File: config.mk
export PLATFORM = sky130hd
export DESIGN_NAME = wb_stage
export DESIGN_NICKNAME = d
export VERILOG_FILES = /design/src/rtl/wb_stage.sv
export SDC_FILE = /design/constraint.sdc
export NUM_CORES = 1
export LEC_CHECK = 0
export BUFFER_PORTS_ARGS = -buffer_cell sky130_fd_sc_hd__buf_4
export CORE_MARGIN = 2
export CORE_UTILIZATION = 46
export DETAILED_ROUTE_END_ITERATION = 8
export GPL_TIMING_DRIVEN = 0
export MAX_ROUTING_LAYER = met4
export PLACE_DENSITY_LB_ADDON = 0.1
export SLEW_MARGIN = 20
export SYNTH_ARGS = -nofsm -noshare
export SYNTH_HDL_FRONTEND = slang
export SYNTH_SLANG_ARGS = --single-unit
File: constraint.sdc
create_clock -name clk -period 1.94 [get_ports clk]
set_input_delay 0.388 -clock clk [delete_from_list [all_inputs] [get_ports clk]]
set_output_delay 0.388 -clock clk [all_outputs]
set_load 0.01 [all_outputs]
File: src/rtl/wb_stage.sv
// wb_stage: M/W pipeline register and write-back data path.
// Latches the M-stage results, extends load data by type and byte offset,
// and selects the value written to the register file in W. The same
// RegWr_W/A3_W/WD_W triple also serves as the W-stage forwarding source.
module wb_stage #(
    parameter logic [31:0] PC_RESET    = 32'h0000_3000,
    parameter logic [31:0] LINK_OFFSET = 32'd8
) (
    input  logic        clk,
    input  logic        reset,
    input  logic        stall_W,
    input  logic        clr_W,
    input  logic [31:0] PC_M,
    input  logic        RegWr_M,
    input  logic [4:0]  A3_M,
    input  logic [1:0]  WDSel_M,
    input  logic [2:0]  LdType_M,
    input  logic [31:0] ALUOut_M,
    input  logic [31:0] DMRD_M,
    output logic        RegWr_W,
    output logic [4:0]  A3_W,
    output logic [31:0] WD_W,
    output logic [31:0] PC_W
);

    localparam logic [2:0] LD_LB  = 3'd1;
    localparam logic [2:0] LD_LBU = 3'd2;
    localparam logic [2:0] LD_LH  = 3'd3;
    localparam logic [2:0] LD_LHU = 3'd4;

    localparam logic [1:0] SEL_ALU  = 2'd0;
    localparam logic [1:0] SEL_MEM  = 2'd1;
    localparam logic [1:0] SEL_LINK = 2'd2;

    logic [31:0] pc_q;
    logic        regwr_q;
    logic [4:0]  a3_q;
    logic [1:0]  wdsel_q;
    logic [2:0]  ldtype_q;
    logic [31:0] aluout_q;
    logic [31:0] dmrd_q;

    logic [7:0]  load_byte;
    logic [15:0] load_half;
    logic [31:0] load_ext;

    // Pipeline register: reset and bubble clear everything, stall holds, otherwise latch M.
    always_ff @(posedge clk) begin
        if (!reset || clr_W) begin
            pc_q     <= PC_RESET;
            regwr_q  <= 1'b0;
            a3_q     <= 5'd0;
            wdsel_q  <= 2'd0;
            ldtype_q <= 3'd0;
            aluout_q <= 32'd0;
            dmrd_q   <= 32'd0;
        end else if (!stall_W) begin
            pc_q     <= PC_M;
            regwr_q  <= RegWr_M & (A3_M != 5'd0);
            a3_q     <= A3_M;
            wdsel_q  <= WDSel_M;
            ldtype_q <= LdType_M;
            aluout_q <= ALUOut_M;
            dmrd_q   <= DMRD_M;
        end
    end

    // Pick the addressed byte and halfword out of the aligned memory word.
    always_comb begin
        load_byte = dmrd_q[7:0];
        case (aluout_q[1:0])
            2'd0:    load_byte = dmrd_q[7:0];
            2'd1:    load_byte = dmrd_q[15:8];
            2'd2:    load_byte = dmrd_q[23:16];
            default: load_byte = dmrd_q[31:24];
        endcase
        load_half = aluout_q[1] ? dmrd_q[31:16] : dmrd_q[15:0];
    end

    // Sign- or zero-extend the selected piece according to the load type.
    always_comb begin
        load_ext = dmrd_q;
        case (ldtype_q)
            LD_LB:   load_ext = {{24{load_byte[7]}}, load_byte};
            LD_LBU:  load_ext = {24'd0, load_byte};
            LD_LH:   load_ext = {{16{load_half[15]}}, load_half};
            LD_LHU:  load_ext = {16'd0, load_half};
            default: load_ext = dmrd_q;
        endcase
    end

    // Write-back source select; the link address wraps modulo 2^32.
    always_comb begin
        WD_W = 32'd0;
        case (wdsel_q)
            SEL_ALU:  WD_W = aluout_q;
            SEL_MEM:  WD_W = load_ext;
            SEL_LINK: WD_W = pc_q + LINK_OFFSET;
            default:  WD_W = 32'd0;
        endcase
    end

    assign RegWr_W = regwr_q;
    assign A3_W    = a3_q;
    assign PC_W    = pc_q;

endmodule

==> results of run 1 <==
-- sequential cells by signal, summed over array words and instances, names as in the netlist --
register,flops
A3_W,5
PC_W,32
RegWr_W,1
aluout_q,32
dmrd_q,32
ldtype_q,3
wdsel_q,2
-- timing repair --
action	4_1_cts	5_1_grt
gates cloned	2	0
setup buffers	34	19
resized for setup	112	82
pin swaps	30	49
setup endpoints to repair	32	32
-- area by class of cell --
cell class                 instances  area share, %
multi-input combinational        468           44.6
clock inverter                     6          0.480
buffer                            41           2.75
sequential                       107           25.5
clock buffer                      10           2.78
timing repair buffer             232           21.5
tap                              147           2.14
inverter                           5          0.233
-- power by group through the flow --
stage / clock, mW / sequential (mW) / combinational, mW
6_report: 1.75 / 2.36 / 1.00
5_1_grt: 1.85 / 2.37 / 1.08
4_1_cts: 1.77 / 2.36 / 0.946
3_5_place_dp: 0 / 2.40 / 0.840
3_3_place_gp: 0 / 2.40 / 0.827
2_1_floorplan: 0 / 2.38 / 0.446
-- worst min-delay path: stages --
cell	delay, ps
buf_4	80
mux2i_1	50
nor2_1	70
-- layer usage --
| layer | track usage (%) | share of wire (%) | vias up |
|---|---|---|---|
| li1 | - | - | 2692 |
| met1 | 41.4 | 44 | 2770 |
| met2 | 48.3 | 48 | 231 |
| met3 | 4.24 | 5.3 | 31 |
| met4 | 10.6 | 2.1 | 0 |
| met5 | - | 0 | - |
-- cells by family after synthesis --
family | Yosys count
simple gates | 226
buf+inv | 51
flops | 107
compound gates | 90
mux | 124
fa+ha+maj | 1
xor+xnor | 27
-- per-stage QoR --
stage / total power, mW / TNS (ps) / hold slack, ps / setup WS [ps] / area [µm²]
after floorplan: 2.83 / -1410 / 458 / -123 / 5650
after global placement: 3.23 / -17050 / 477 / -604 / 7180
after detailed placement: 3.24 / -17980 / 489 / -588 / 7180
after CTS: 5.08 / -18870 / 254 / -701 / 8210
after global routing: 5.29 / -21380 / 261 / -766 / 8600
final: 5.12 / -19930 / 256 / -736 / 8600
-- worst paths after layout --
| check | from | endpoint | depth (start not counted) |
|---|---|---|---|
| worst max-delay path | aluout_q[1] | WD_W[24] | 7 |
| worst min-delay path | PC_M[3] | PC_W[3] | 3 |
| worst max register to register | wdsel_q[0] | wdsel_q[0] | 4 |
| worst min register to register | A3_W[3] | A3_W[3] | 2 |
-- synthesized netlist by cell type, types with 2 or more instances --
cell and instances:
a221oi_1 7, o21ai_0 21, nand2_1 31, and3_1 4
and4_1 4, and2_1 2, o21ai_1 2, inv_1 4
nor4_1 2, nor3b_1 2, o221ai_2 8, clkbuf_1 25
o221ai_1 6, a2bb2oi_1 2, buf_2 14, nor2b_1 2
nor2_1 148, a31oi_1 5, o32ai_1 4, a21oi_1 18
buf_1 4, xnor2_1 11, dfxtp_1 107, nand2b_1 2
nor3_1 3, nand4_1 13, xor2_1 16, a211o_1 3
nand3_1 7, o22ai_1 5, mux2_2 8, o31ai_1 2
mux2i_1 114
==> flow_metrics.py, run 1 <==
metrics = {
    "outcome": {
        "outcome": "finished with violations",
        "failed_checks": "setup timing",
    },
    "sta": {
        "finalSetupViolCount": 32,
        "final.period_utilization_pct": 138,
        "rsz0062_at_grt": "yes",
        "skew_ps": 0,
        "max_slew_margin_pct": 52.0,
        "hold_viol": 0,
        "fin_crit_ps": 2680,
        "finalWorstSetupSlack_ps": -736,
        "worst_slew_pin_slew_ps": 721,
        "fmax_mhz": 374,
        "drv_slew": 0,
    },
    "critical_path": {
        "max_stage_delay_ps": 400,
        "cp_cell_sequence": "mux2_4 -> o32a_1 -> o221ai_4 -> buf_6 -> buf_8 -> o221ai_2 -> buf_4",
        "critPathKind": "reg -> out",
        "path_buf_inv": 3,
        "critical_path_arrival_ps": 2290,
        "rrSetupSlack_ps": 620,
        "cp-end-kind": "primary output",
        "path_max_fanout": 5,
        "critPathLaunchType": "register",
        "path_delay_family": "compound AO/OA/AOI/OAI gates",
        "cp_slowest_cell": "dfxtp_4",
        "crit_required_ps": 1550,
    },
    "logic_synthesis": {
        "synthesis.instances": 626,
        "synth_edf_count": 0,
        "synth_compound_area_share_pct": 12.1,
        "ys_ff_latch": 107,
        "synthAdderAreaFrac_pct": 0.225,
        "synth_xor_area_share_pct": 4.24,
        "async_reset_ff_share_pct": 0,
        "synth_top_area_share_pct": 38.4,
        "synth_cell_types": 53,
        "synth_top_area_cell": "dfxtp_1",
        "synthesis.area_um2": 5570,
        "yosysSeqAreaShare_pct": 38.4,
        "syn_nets": 738,
        "ys.warnings.count": 0,
        "synthFlopType": "dfxtp_1",
        "avgSynthCellArea_um2": 8.90,
        "synth-simple-area-share_pct": 18.1,
        "synth_mux_area_share_pct": 22.8,
        "synthTopCellsByArea": "dfxtp_1 (38%), mux2i_1 (20%), nor2_1 (10%)",
        "synth_top_family_by_area": "multiplexers",
    },
    "route": {
        "num_vias": 5724,
        "viasPerCell": 5.63,
        "totalWireLength_mm": 19.7,
        "wl_per_cell_um": 19.3,
        "ant_nets": 0,
        "drc": 0,
        "drt-initial-drc-count": 348,
        "dr.pass1.iters": 5,
    },
    "final_layout": {
        "final_cells": 1016,
        "layout_commonest_cell": "buf_4",
        "final_cell_mix": "buf_4 (203), nor2_1 (140), mux2i_1 (112)",
        "nFillCells": 928,
        "multi_input_area_um2": 3840,
        "register_area_um2": 2190,
        "layout-drive-gt1-share_pct": 45.2,
        "area_growth_pct": 54.4,
        "diodes": 0,
        "nNetsFinal": 976,
        "utilization_pct": 72.2,
    },
    "global_routing": {
        "antenna_found_initial": 0,
        "grt_max_degree": 18,
        "gr-usage-all-layers_pct": 30.9,
        "grt_pass1_vias": 5524,
        "grt_pass1_wl_mm": 30.1,
        "overflow": 0,
    },
    "power": {
        "p_sw_share_pct": 28.0,
        "p_seq_share_pct": 46.1,
        "vdd_drop_max_v": 0.000450,
        "intPower_mw": 3.68,
        "p_switching_mw": 1.43,
        "p_clk_share_pct": 34.3,
        "cellPowerDensity_nw_per_um2": 595,
        "p_leak_nw": 3.81,
        "combPwrFrac_pct": 19.6,
    },
    "clocking": {
        "holdBufCountCts": 0,
        "h-tree-depth": 3,
        "cts_sinks": 107,
        "clk_latency_ps": 360,
        "cts-root-buf": "clkbuf_16",
        "cts_buffers": 9,
        "clk_pin_slew_worst_paths_ps": 70,
        "cts_tree": "yes",
        "max-clock-path-buffers": 2,
    },
    "placed_design": {
        "numPlacedInstances": 952,
        "dpl.hpwl_mm": 14.4,
        "place_congestion": 0.995,
        "port_buffers": 179,
    },
    "die": {
        "die_w_um": 114,
        "core_um2": 11900,
        "die_h_um": 114,
        "row_count": 40,
        "num_io_pins": 181,
        "initial_core_util_pct": 46.8,
        "dieArea_um2": 13000,
    },
    "flow_run": {
        "cap_violations": 0,
    },
    "hold_path": {
        "hp-class": "in -> reg",
    },
}
No activity file was read; power rests on OpenSTA's default activity.
==> run 2, diff against run 1 <==
==> constraint.sdc (replaced) <==
create_clock -name clk -period 1.94 [get_ports clk]
set_input_delay 0.291 -clock clk [delete_from_list [all_inputs] [get_ports clk]]
set_output_delay 0.291 -clock clk [all_outputs]
set_load 0.01 [all_outputs]
==> run 2 against run 1 <==
Compared with the run above:
- critical endpoint is now WD_W[28]
- critical path type unchanged
- the run still ends with setup timing left
- highest routed layer unchanged
- fmax rose by 5.4%
- global-route usage down 0.36 points
- critical path depth grew 1
==> flow_metrics.py, run 2 (same netlist as run 1, synthesis figures left out) <==
metrics = {
    "power": {
        "vdd_drop_max_v": 0.000505,
        "combPwrFrac_pct": 18.7,
        "p_sw_share_pct": 27.2,
        "p_leak_nw": 3.69,
        "p_clk_share_pct": 35.7,
        "intPower_mw": 3.77,
        "p_seq_share_pct": 45.5,
        "cellPowerDensity_nw_per_um2": 624,
        "p_switching_mw": 1.41,
    },
    "route": {
        "drc": 0,
        "num_vias": 5601,
        "drt-initial-drc-count": 311,
        "wl_per_cell_um": 19.5,
        "viasPerCell": 5.57,
        "totalWireLength_mm": 19.6,
        "dr.pass1.iters": 5,
        "ant_nets": 0,
    },
    "clocking": {
        "cts-root-buf": "clkbuf_16",
        "clk_latency_ps": 350,
        "cts_buffers": 9,
        "cts_tree": "yes",
        "h-tree-depth": 3,
        "cts_sinks": 107,
        "clk_pin_slew_worst_paths_ps": 70,
        "max-clock-path-buffers": 2,
    },
    "sta": {
        "setup_tns_ps": -16750,
        "max_slew_margin_pct": 52.8,
        "fin_crit_ps": 2540,
        "fmax_mhz": 394,
        "rsz0062_at_grt": "yes",
        "drv_slew": 0,
        "finalWorstSetupSlack_ps": -599,
        "hold_viol": 0,
        "final.period_utilization_pct": 131,
        "worst_slew_pin_slew_ps": 708,
        "finalSetupViolCount": 32,
        "skew_ps": 0,
    },
    "critical_path": {
        "crit_required_ps": 1650,
        "critPathLaunchType": "register",
        "path_max_fanout": 5,
        "critical_path_arrival_ps": 2250,
        "cp_cell_sequence": "buf_6 -> mux2_4 -> o32a_1 -> o221ai_4 -> buf_6 -> buf_8 -> o221ai_4 -> buf_6",
        "crit_top_cell": "buf_6",
        "cp_slowest_cell": "dfxtp_2",
        "path_delay_family": "compound AO/OA/AOI/OAI gates",
        "critPathKind": "reg -> out",
        "cp-end-kind": "primary output",
        "path_buf_inv": 4,
        "max_stage_delay_ps": 330,
    },
    "final_layout": {
        "nFillCells": 990,
        "layout_commonest_cell": "buf_4",
        "layout-drive-gt1-share_pct": 40.9,
        "nNetsFinal": 966,
        "area_growth_pct": 48.9,
        "final_cell_mix": "buf_4 (204), nor2_1 (142), mux2i_1 (111)",
        "utilization_pct": 69.7,
        "diodes": 0,
    },
    "die": {
        "row_count": 40,
        "num_io_pins": 181,
        "die_w_um": 114,
        "initial_core_util_pct": 46.8,
        "dieArea_um2": 13000,
        "core_um2": 11900,
        "die_h_um": 114,
    },
    "global_routing": {
        "overflow": 0,
        "antenna_found_initial": 0,
        "gr-usage-all-layers_pct": 30.6,
        "grt_max_degree": 18,
        "grt_pass1_vias": 5417,
        "grt_pass1_wl_mm": 29.6,
    },
    "placed_design": {
        "dp_slack_ps": -573,
        "place_congestion": 0.900,
        "dpl.hpwl_mm": 14.7,
        "port_buffers": 179,
    },
    "flow_run": {
        "cap_violations": 0,
    },
    "hold_path": {
        "hp-class": "in -> reg",
    },
    "outcome": {
        "outcome": "finished with violations",
        "failed_checks": "setup timing",
    },
}
-- run 2: cell count changes in the layout (fill, tap and decap cells not counted), sizes merged --
cell	delta
buf	-10
clkdlybuf4s15	-1
clkinv	-2
clkbuf	+2
bufinv	+1
clkinvlp	-2
inv	+2
-- run 2: repair_timing --
item / CTS / global route
setup endpoints to repair: 32 / 32
pin swaps: 22 / 18
setup buffers: 18 / 26
gates cloned: 1 / 0
hold buffers: 0 / 0
gates resized for setup: 85 / 55
-- run 2: final timing paths --
path	from	endpoint	slack (ps)	cells past startpoint
setup / recovery	aluout_q[1]	WD_W[28]	-600	8
hold / removal	LdType_M[0]	ldtype_q[0]	160	3
setup reg to reg	wdsel_q[1]	wdsel_q[1]	610	4
hold reg to reg	aluout_q[19]	aluout_q[19]	510	2
-- run 2: layout make-up --
cell class              instances  area (µm²)  share of cell area (%)
clock buffers                  11         233                    2.80
multi-input cells             468        3650                    44.0
repair buffers                221        1730                    20.8
well taps                     147         184                    2.22
flip-flops and latches        107        2170                    26.1
inverters                       5        20.0                   0.241
clock inverters                 5        60.1                   0.724
plain buffers                  42         251                    3.03
-- run 2: metal layers --
metal	vias to the layer above	share of wire, %	global-route usage, %	wire [µm]
met5	-	0	-	0
met4	0	3.1	13.3	599
met3	45	5.7	3.71	1110
met2	219	48	48.6	9420
met1	2667	43	39.4	8460
li1	2670	-	-	-
-- run 2: tightest hold or removal path: stages --
cell	delay, ps
buf_4	70
mux2i_1	50
nor2_1	70
-- run 2: power by group through the flow --
stage          registers (mW)  logic, mW  clock network (mW)
2_1_floorplan            2.38      0.442                   0
3_3_place_gp             2.40      0.828                   0
3_5_place_dp             2.40      0.845                   0
4_1_cts                  2.35      0.909                1.88
5_1_grt                  2.37       1.04                1.96
6_report                 2.36      0.970                1.85
-- run 2: metrics by stage --
step           instances  power [mW]  hold slack, ps  instance area (µm²)
2_1_floorplan        626        2.82             435                 5620
3_3_place_gp         952        3.23             476                 7150
3_5_place_dp         952        3.25             488                 7150
4_1_cts              985        5.14             158                 7900
5_1_grt             1006        5.37             166                 8300
6_report            1006        5.18             159                 8300
